[config.mk]
export PLATFORM = sky130hd
export DESIGN_NAME = neural_simd_pipe
export DESIGN_NICKNAME = d
export VERILOG_FILES = /design/src/rtl/neural_simd_pkg.sv /design/src/rtl/neural_simd_lane.sv /design/src/rtl/neural_simd_pipe.sv
export SDC_FILE = /design/constraint.sdc
export NUM_CORES = 2
export LEC_CHECK = 0
export ABC_AREA = 1
export BUFFER_PORTS_ARGS = -buffer_cell sky130_fd_sc_hd__buf_2
export CAP_MARGIN = 15
export CORE_ASPECT_RATIO = 1.75
export CORE_UTILIZATION = 60
export DETAILED_ROUTE_END_ITERATION = 6
export PLACE_DENSITY = 0.78
export SYNTH_ARGS = -nofsm -noshare
export SYNTH_HDL_FRONTEND = slang
export SYNTH_SLANG_ARGS = --single-unit
[constraint.sdc]
create_clock -name clk -period 10.2 [get_ports clk]
set_input_delay 3.06 -clock clk [delete_from_list [all_inputs] [get_ports clk]]
set_output_delay 3.06 -clock clk [all_outputs]
set_load 0.01 [all_outputs]
[src/rtl/neural_simd_pkg.sv]
// rtl/neural_simd_pkg.sv - mode encodings and lane-extraction helper shared by neural_simd_pipe
package neural_simd_pkg;

    localparam logic [2:0] MODE_BLEND = 3'b000;
    localparam logic [2:0] MODE_INV   = 3'b001;
    localparam logic [2:0] MODE_ADDS  = 3'b010;
    localparam logic [2:0] MODE_SUBS  = 3'b011;
    localparam logic [2:0] MODE_MAX   = 3'b100;
    localparam logic [2:0] MODE_MIN   = 3'b101;
    localparam logic [2:0] MODE_THR   = 3'b110;
    localparam logic [2:0] MODE_ABSD  = 3'b111;

    localparam int MAX_LW  = 32;
    localparam int MAX_VEC = 1024;

    // Returns lane idx of a packed vector, zero-extended to MAX_LW bits.
    function automatic logic [MAX_LW-1:0] lane_get(input logic [MAX_VEC-1:0] vec,
                                                   input int unsigned idx,
                                                   input int unsigned lw);
        logic [MAX_VEC-1:0] shifted;
        logic [MAX_LW-1:0]  mask;
        shifted = vec >> (idx * lw);
        mask    = {MAX_LW{1'b1}} >> (MAX_LW - lw);
        return shifted[MAX_LW-1:0] & mask;
    endfunction

endpackage

[src/rtl/neural_simd_lane.sv]
// rtl/neural_simd_lane.sv - one LW-bit lane, two-stage datapath; NEURAL_SIMD_ROUND_EN selects round-half-up blend
module neural_simd_lane
    import neural_simd_pkg::*;
#(
    parameter int LW = 8
) (
    input  logic          clk,
    input  logic          rst,
    input  logic          s1_en,
    input  logic          s2_en,
    input  logic [2:0]    mode,
    input  logic [LW-1:0] a,
    input  logic [LW-1:0] b,
    input  logic [LW-1:0] p,
    output logic [LW-1:0] rd,
    output logic          sat
);

    localparam logic [2*LW:0] ONE_X  = {{LW{1'b0}}, 1'b1, {LW{1'b0}}};
    localparam logic [2*LW:0] HALF_X = {{(LW+1){1'b0}}, 1'b1, {(LW-1){1'b0}}};

    logic [2*LW:0] a_x, b_x, p_x, ip_x, acc_n;
    logic [LW:0]   sum_n, diff_n;

    logic [2*LW:0] acc_q;
    logic [LW:0]   sum_q, diff_q;
    logic [LW-1:0] a_q, b_q;
    logic          ge_ab_q, ge_ap_q;
    logic [2:0]    mode_q;

    logic [2*LW:0] blend_r;
    logic [LW-1:0] res;
    logic          res_sat;

    // Stage 1: products, widened add/sub (top bit = carry/borrow) and compares
    assign a_x    = {{(LW+1){1'b0}}, a};
    assign b_x    = {{(LW+1){1'b0}}, b};
    assign p_x    = {{(LW+1){1'b0}}, p};
    assign ip_x   = ONE_X - p_x;
    assign acc_n  = a_x * ip_x + b_x * p_x;
    assign sum_n  = {1'b0, a} + {1'b0, p};
    assign diff_n = {1'b0, a} - {1'b0, p};

    always_ff @(posedge clk or posedge rst) begin
        if (rst) begin
            acc_q   <= '0;
            sum_q   <= '0;
            diff_q  <= '0;
            a_q     <= '0;
            b_q     <= '0;
            ge_ab_q <= 1'b0;
            ge_ap_q <= 1'b0;
            mode_q  <= MODE_BLEND;
        end else if (s1_en) begin
            acc_q   <= acc_n;
            sum_q   <= sum_n;
            diff_q  <= diff_n;
            a_q     <= a;
            b_q     <= b;
            ge_ab_q <= (a >= b);
            ge_ap_q <= (a >= p);
            mode_q  <= mode;
        end
    end

    // Stage 2: shift, clamp and select
    always_comb begin
        res     = '0;
        res_sat = 1'b0;
`ifdef NEURAL_SIMD_ROUND_EN
        blend_r = acc_q + HALF_X;
`else
        blend_r = acc_q;
`endif
        case (mode_q)
            MODE_BLEND: res = blend_r[2*LW-1:LW];
            MODE_INV:   res = ~a_q;
            MODE_ADDS: begin
                res     = sum_q[LW] ? {LW{1'b1}} : sum_q[LW-1:0];
                res_sat = sum_q[LW];
            end
            MODE_SUBS: begin
                res     = diff_q[LW] ? {LW{1'b0}} : diff_q[LW-1:0];
                res_sat = diff_q[LW];
            end
            MODE_MAX:   res = ge_ab_q ? a_q : b_q;
            MODE_MIN:   res = ge_ab_q ? b_q : a_q;
            MODE_THR:   res = ge_ap_q ? {LW{1'b1}} : {LW{1'b0}};
            MODE_ABSD:  res = ge_ab_q ? (a_q - b_q) : (b_q - a_q);
            default:    res = '0;
        endcase
    end

    always_ff @(posedge clk or posedge rst) begin
        if (rst) begin
            rd  <= '0;
            sat <= 1'b0;
        end else if (s2_en) begin
            rd  <= res;
            sat <= res_sat;
        end
    end

endmodule

[src/rtl/neural_simd_pipe.sv]
// rtl/neural_simd_pipe.sv - LANES x LW SIMD unit, 2-cycle valid/ready pipeline; blend rounding via NEURAL_SIMD_ROUND_EN
module neural_simd_pipe
    import neural_simd_pkg::*;
#(
    parameter int LANES = 4,
    parameter int LW    = 8
) (
    input  logic                clk,
    input  logic                rst,
    input  logic                in_valid,
    output logic                in_ready,
    input  logic [2:0]          mode,
    input  logic [LANES*LW-1:0] rs1,
    input  logic [LANES*LW-1:0] rs2,
    input  logic [LANES*LW-1:0] param,
    output logic                out_valid,
    input  logic                out_ready,
    output logic [LANES*LW-1:0] rd,
    output logic [LANES-1:0]    out_sat
);

    logic s1_valid, s2_valid;
    logic s1_advance;
    logic s1_en, s2_en;

    assign s1_advance = !s2_valid || out_ready;
    assign in_ready   = !s1_valid || s1_advance;
    assign out_valid  = s2_valid;

    // Data registers only load on a real beat so a stalled or idle output holds its last value
    assign s1_en = in_valid && in_ready;
    assign s2_en = s1_valid && s1_advance;

    always_ff @(posedge clk or posedge rst) begin
        if (rst) begin
            s1_valid <= 1'b0;
            s2_valid <= 1'b0;
        end else begin
            if (in_ready) begin
                s1_valid <= in_valid;
            end
            if (s1_advance) begin
                s2_valid <= s1_valid;
            end
        end
    end

    for (genvar i = 0; i < LANES; i++) begin : g_lane
        logic [LW-1:0] a_i, b_i, p_i;

        assign a_i = LW'(lane_get(MAX_VEC'(rs1), i, LW));
        assign b_i = LW'(lane_get(MAX_VEC'(rs2), i, LW));
        assign p_i = LW'(lane_get(MAX_VEC'(param), i, LW));

        neural_simd_lane #(.LW(LW)) u_lane (
            .clk   (clk),
            .rst   (rst),
            .s1_en (s1_en),
            .s2_en (s2_en),
            .mode  (mode),
            .a     (a_i),
            .b     (b_i),
            .p     (p_i),
            .rd    (rd[i*LW +: LW]),
            .sat   (out_sat[i])
        );
    end

endmodule
**After elaboration in Yosys (flattened, before gate mapping)**

Cells that the tools add are included.

- $add $sub $neg: 24
- Reduce and logical (&&, ||, !) cells: 7
- Eq/ne operators: 7
- Order comparisons: 8
- Bitwise operators: 4
- $mul: 8
- Muxes and demuxes: 32
- Divide/modulo/power cells: 0
- Shift-type cells: 0

Operator list:

| cell | count |
|---|---|
| 8-bit one-hot mux with 8 select lines | 4 |
| 8-bit two-way mux | 24 |
| 8-bit by 17-bit multiplier with 16-bit output | 4 |
| 16-bit adder | 4 |
| 8-bit >= comparator | 8 |
| 8-bit by 8-bit multiplier with 16-bit output | 4 |
| 8-bit subtractor | 8 |
| 9-bit by 8-bit subtractor with 10-bit output (first input constant) | 4 |
| 8-bit by 8-bit adder with 9-bit output | 4 |
| 8-bit by 8-bit subtractor with 9-bit output | 4 |
| 8-bit NOT | 4 |
| 3-bit equality test (second input constant) | 4 |
| 1-bit one-hot mux with 2 select lines | 4 |
| 3-bit by 2-bit equality test with 1-bit output (second input constant) | 2 |
| 3-bit by 1-bit equality test with 1-bit output (second input constant) | 1 |
| 3-bit logical NOT | 1 |
| 1-bit logical AND | 2 |
| 1-bit logical NOT | 2 |
| 1-bit logical OR | 2 |

- Memory bits (read-only): 0
- Latch bits: 0
- Word-level logic and storage cells: 129
- Memories kept: 0
- Flip-flop bits (word level): 249
- Output and inout bits: 38
- Bits in writable memories: 0

**Longest topological paths before layout**

- Depth after elaboration: 4
- Gate-level depth with buffers: 32

**Modules after synthesis**

Synthesis repeated with hierarchy kept, for this count alone.

- Cell total of the unflattened synthesis: 5079
- Area, all modules: 36243.5 µm²

Modules (own cells, without submodules):

| module | cells an instance | area an instance (µm²) | instances | seq. area each (µm²) |
|---|---|---|---|---|
| neural_simd_lane (g_lane[1].u_lane) | 1265 | 9057.4 | 1 | 1376.3 |
| neural_simd_lane (g_lane[2].u_lane) | 1279 | 9054.9 | 1 | 1376.3 |
| neural_simd_lane (g_lane[3].u_lane) | 1263 | 9019.9 | 1 | 1376.3 |
| neural_simd_lane (g_lane[0].u_lane) | 1259 | 9012.4 | 1 | 1376.3 |
| neural_simd_pipe | 13 | 98.8 | 1 | 50.0 |

**Worst setup path after synthesis**

OpenSTA, ideal clock, no wires.

- Kind: input port to flip-flop
- From: in param[24]
- To: reg g_lane[3].u_lane.acc_q[11]
- Setup slack: 1.598 ns
- Cell stages on the path: 29
- Required time: 10.083 ns
- Arrival: 8.485 ns
- Cells stage by stage: clkbuf_1 -> clkbuf_1 -> inv_1 -> ha_1 -> nand4_1 -> nor3_1 -> inv_1 -> nand2_1 -> inv_1 -> nand2_1 -> fa_1 -> fa_1 -> inv_1 -> fa_1 -> fa_1 -> fa_1 -> inv_1 -> fa_1 -> inv_1 -> ha_1 -> nand2_1 -> inv_1 -> nand2_1 -> nand2_1 -> inv_1 -> nand3_1 -> or2_2 -> nand3_1 -> nand2_1

- Longest elaborated chain between the ends: 3
- Elaborated cells on any way between the ends: 4
- Classes of those cells: add/sub: 2; mul: 2

Ends and longest elaborated chain:

| what | line | text |
|---|---|---|
| from (decl) | neural_simd_pipe.sv:15 | `input logic [LANES*LW-1:0] param,` |
| 9-bit by 8-bit subtractor with 10-bit output | neural_simd_lane.sv:39 | `assign ip_x = ONE_X - p_x;` |
| 8-bit by 17-bit multiplier with 16-bit output | neural_simd_lane.sv:40 | `assign acc_n = a_x * ip_x + b_x * p_x;` |
| 16-bit adder (*) | neural_simd_lane.sv:40 |  |
| to (signal assigned) | neural_simd_lane.sv:55 | `acc_q <= acc_n;` |
| to (decl) | neural_simd_lane.sv:25 | `logic [2*LW:0] acc_q;` |

Every way passes the cells marked *; elsewhere a longest branch is shown, timed or not.
A chain may end at the register's enable or synchronous reset.

**Worst setup path after layout**

- From: in param[9]
- To: reg g_lane[1].u_lane.acc_q[14]

- Longest elaborated chain between the ends: 3
- Elaborated cells on any way between the ends: 4
- Classes of those cells: add/sub: 2; mul: 2

Ends and longest elaborated chain:

| what | line |
|---|---|
| 9-bit by 8-bit subtractor with 10-bit output | neural_simd_lane.sv:39 |
| 8-bit by 17-bit multiplier with 16-bit output | neural_simd_lane.sv:40 |
| 16-bit adder (*) | neural_simd_lane.sv:40 |
| to (signal assigned) | neural_simd_lane.sv:55 |
| to (decl) | neural_simd_lane.sv:25 |

Marked as above.

==> results.md <==
- The largest fanout of any net on the critical path is 12.
- The TritonCTS sink count is 213.
- The quantity of gates resized following cts is 0.
- In this run, synthesis inferred 0 flip-flops with an integrated enable.
- The worst-case clock buffer depth is 3.
- In this run the critical register-to-register path is launched from g_lane[0].u_lane.mode_q[2].
- The HPWL after detailed placement is approximately 81 mm.
- The data arrival time of the worst path is a little over 9 ns.
- The count of hold-fix buffers inserted at cts is 0.
- The number of DRC markers in iteration 0 is 1867.
- The final count of hold timing violations is 0.
- The initial utilization of the core area, before any placement, comes to approximately three fifths.
- The final setup TNS is 0 ns.
- The startpoint of the most critical setup path is param[9].
- The kind of cell with the highest combined delay on the critical path is adder cells.
- The worst setup path is of the in2reg kind.
- The worst hold-check path type is reg2reg.
- The met1 demand-to-capacity share in global routing is between 30% and 40%.
- The overall global routing resource usage is about a third.
- The largest net degree at the start of global routing is 114.
- The post-synth design cell area is roughly 35000 sq um.
- The startpoint identified for the worst hold timing path is g_lane[1].u_lane.rd[4].
- Setup repair after global routing left no endpoint under its margin.
- The clock root buffer master is clkbuf_16.
- Synthesis inferred around 210 register bits.
- The source-to-sink clock delay at the later pin of the worst-skew pair is 0.54 ns.
- The final route contains 31800 vias.
- The maximum cell stage delay along the critical path is roughly 0.56 ns.
- From left edge to right edge, the die measures 186 microns.
- The run finished with clean final reports.
- The Yosys warning count is 0.
- The count of maximum capacitance violations is 0.
- The detail route stage leaves a number of antenna-violating nets equal to 0.
- The number of placement rows is approximately 120.
- The total cell area at the placement stage is between 30000 and 40000 sq um.
- The highest ir drop seen on vdd is 269 uV.
- In the final routed layout, each cell accounts on average for 17.2 microns.
- The cell-internal power is ~4700 uW.
- The power dissipated by switching net loads is a little under 6000 uW.
- The cell seen most often among critical-path stages is fa_1.
- The detailed-routing iteration count for the pre-antenna-repair pass is 6.
- The placer's final routability congestion estimate is approximately 1.0.
- The slowest stage cell on the critical path is fa_1.
- After global routing, the most crowded layer is met2.
- During I/O placement, the number of pins put on the boundary was between 100 and 150.
- The transition time at the pin with the least slew margin is approximately 1.0 ns.
- Counting I/O delays and the setup requirement, the final critical path takes 8.73 ns.
- The share of flip-flops with an asynchronous set or reset after synthesis is 100%.
- In this run the tightest slew margin relative to its limit is about a third.
- The number of port buffers is 140.
- The part of the cycle the worst path needs is between 80% and 90%.
- Synthesis produced a netlist with a net count of 5941.
- The floorplan core area is around 60000 sq um.
- The synthesized netlist cell count is roughly 5000.
- The most instantiated flip-flop cell in the synthesis netlist is dfrtp_1.
- In this run the number of H-tree levels came out at 1.
- The sequential-to-total area share from yosys stat is between 15 and 20%.
- The die area is roughly 60000 sq um.
- For this run, design rule violations remaining after detail routing come to 0.
- The total grt overflow is 0.
- TritonCTS built the clock tree.
- The number of global-route vias before repair came to roughly 33000.
- The routed design has around 100 mm of wire.
- In the global route stage, met2 resource usage came out at between 60% and 70%.
- The number of nets at the end of the flow is 5937.
- The share of final-layout standard cells stronger than drive strength 1 is under 10%.
- Combinational logic is responsible for 79.4% of the overall power.
- Data on the critical path is required at its endpoint by about 11 ns.
- For this design the ratio of total power to cell area is around 290 nW/um^2.
- The sum of buffers and inverters on the critical path is 6.
- Dividing the detail-routed via count by the number of cells gives roughly 5.5.
- The area of all placed cells without fillers is approximately 37000 sq um.
- The element type at the critical path start is an input pin.
- The setup-violating endpoint count in the final report is 0.
- In this run the vertical extent of the chip is roughly 320 microns.
- The power share of the sequential group is 12.2%.
- The average instance area after synthesis is roughly 7.0 sq um.
- The endpoint kind of the worst setup timing path is a register.
- Static timing analysis puts the maximum clock frequency at approximately 0.11 GHz.
- The number of setup buffers added after CTS is 0.
- The met3 track demand over resource in global routing is 3.24%.
- Clock-pin slew was measured on the worst setup and hold paths at 0.07 ns.
- TritonCTS created 21 clock buffers.
- The max-slew violation total from the final report was 0.
- The switching share of power is between 50% and 60%.
- The leakage power of the design is 0.0218 uW.
- Relative to the synthesized area, the layout overhead comes to 4.97%.
- The worst clock skew on the final layout is around 0.016 ns.
- The number of antenna violations at the first check in global routing is 2.
- The global-route wire length before repair is 161 mm.
- Of the total power, the clock network draws 8.5%.
- The count of different cell masters after synthesis is 47.
-- final timing paths --
check,end,slack [ns],cells past startpoint
setup / recovery,g_lane[1].u_lane.acc_q[14],1.47,26
hold / removal,g_lane[1].u_lane.rd[4],0.47,2
setup reg to reg,g_lane[3].u_lane.rd[2],7.11,8
hold reg to reg,g_lane[1].u_lane.rd[4],0.47,2
max in group asynchronous,g_lane[2].u_lane.diff_q[8],6.27,3
min in group asynchronous,g_lane[3].u_lane.rd[7],2.55,2
-- per-layer routing --
layer | up-vias | part of all wire [%]
met1 | 15100 | 35
met5 | - | 0.0080
li1 | 15100 | -
met4 | 2 | 7.8
met3 | 439 | 5.1
met2 | 1136 | 52
-- state kept, by name (all words and copies together) (netlist names) --
register / count
g_lane.u_lane.a_q: 32
g_lane.u_lane.sum_q: 32
out_valid: 1
g_lane.u_lane.acc_q: 32
g_lane.u_lane.ge_ap_q: 4
s1_valid: 1
g_lane.u_lane.rd: 32
g_lane.u_lane.diff_q: 36
g_lane.u_lane.mode_q: 3
g_lane.u_lane.b_q: 32
g_lane.u_lane.sat: 4
g_lane.u_lane.ge_ab_q: 4
-- cells by family (layout without fill, tap and decap cells) --
| family | count (synthesis) | count (layout) | share of synthesized area (%) |
|---|---|---|---|
| AOI/OAI and AO/OA | 537 | 537 | 8.20 |
| other | 0 | 1 | 0 |
| adders and majority gates | 812 | 812 | 37.5 |
| DFF | 213 | 213 | 15.0 |
| and+or+nand+nor | 2065 | 2065 | 23.7 |
| buffers and inverters | 1373 | 1384 | 14.9 |
| xor gates and xnor gates | 26 | 26 | 0.685 |
-- stage by stage --
stage          setup slack (ns)  total power, uW  hold WS [ns]  utilization [%]  std cells
6_report                   1.47            10600         0.471             63.8       5811
5_1_grt                    1.04            12000         0.493             63.8       5811
4_1_cts                    1.54            10600         0.478             63.8       5810
3_5_place_dp               1.01             9650         0.460             62.5       5772
3_3_place_gp               1.05             9520         0.458             62.5       5772
2_1_floorplan              1.32             7560         0.442                -       5026
-- synth_stat cells (2+ instances only) --
cell type	count	area [sq um]
a31oi_1	16	100
buf_4	7	52.6
nor2_2	2	12.5
clkinv_1	7	26.3
nor3_2	2	20.0
xor2_2	2	32.5
ha_1	396	4950
nor4_1	7	43.8
inv_2	8	30.0
xnor2_1	9	78.8
fa_1	416	8330
and2_1	2	12.5
o21ai_0	270	1350
buf_1	6	22.5
buf_2	38	190
clkbuf_1	118	443
xor2_1	15	131
o21ai_1	11	55.1
nand4_1	57	357
buf_6	5	56.3
a211oi_1	3	22.5
o21bai_1	7	52.6
dfrtp_1	213	5330
o2111ai_1	14	123
or2_2	21	131
o22ai_1	5	31.3
nor3_1	33	165
o32ai_1	2	17.5
nor2_4	4	45.0
a21o_1	8	60.1
o211ai_1	19	143
a22oi_1	4	30.0
nand3b_1	19	143
a21oi_1	170	851
nor2_1	301	1130
o21a_1	4	30.0
nand3_1	193	966
inv_1	1182	4440
o21ai_2	2	17.5
nand2_1	1420	5330
clkbuf_2	2	10.0
-- cell type report --
class / count / area (sq um)
multi-input cells: 3440 / 24800
repair buffers: 149 / 768
clock inverters: 15 / 226
inverters: 1197 / 4500
clock buffers: 23 / 553
diodes: 1 / 2.50
well taps: 773 / 967
fillers: 5549 / 21100
flip-flops and latches: 213 / 5330
-- power groups by stage --
stage / Combinational (uW) / Clock [uW] / Sequential, uW
2_1_floorplan: 6300 / 0 / 1260
3_3_place_gp: 8220 / 0 / 1300
3_5_place_dp: 8340 / 0 / 1300
4_1_cts: 8410 / 913 / 1290
5_1_grt: 9710 / 937 / 1320
6_report: 8430 / 897 / 1290
-- cell usage in the layout (no fill, tap or decap), types with 5 or more instances in the layout --
cell type and count:
nand3b_1 19, inv_1 1181, o21bai_1 7, a21o_1 8, or2_2 21, a31oi_1 16
o21ai_1 11, o22ai_1 5, xnor2_1 9, nand4_1 57, buf_4 9, a21oi_1 170
nand3_1 193, nor2_1 301, xor2_1 15, o21ai_0 270, ha_1 396, nand2_1 1418
inv_2 7, bufinv_16 5, buf_2 140, o211ai_1 19, clkinv_1 7, o2111ai_1 14
fa_1 416, clkbuf_16 21, nor4_1 7, dfrtp_1 213, nor3_1 33
-- tightest hold or removal path: cells and delay by family (launching register included) --
kind | cells | cell delay [ns]
AND/OR/NAND/NOR | 2 | 0.10
flip-flops | 1 | 0.34
Power figures use the tool's default switching activity.
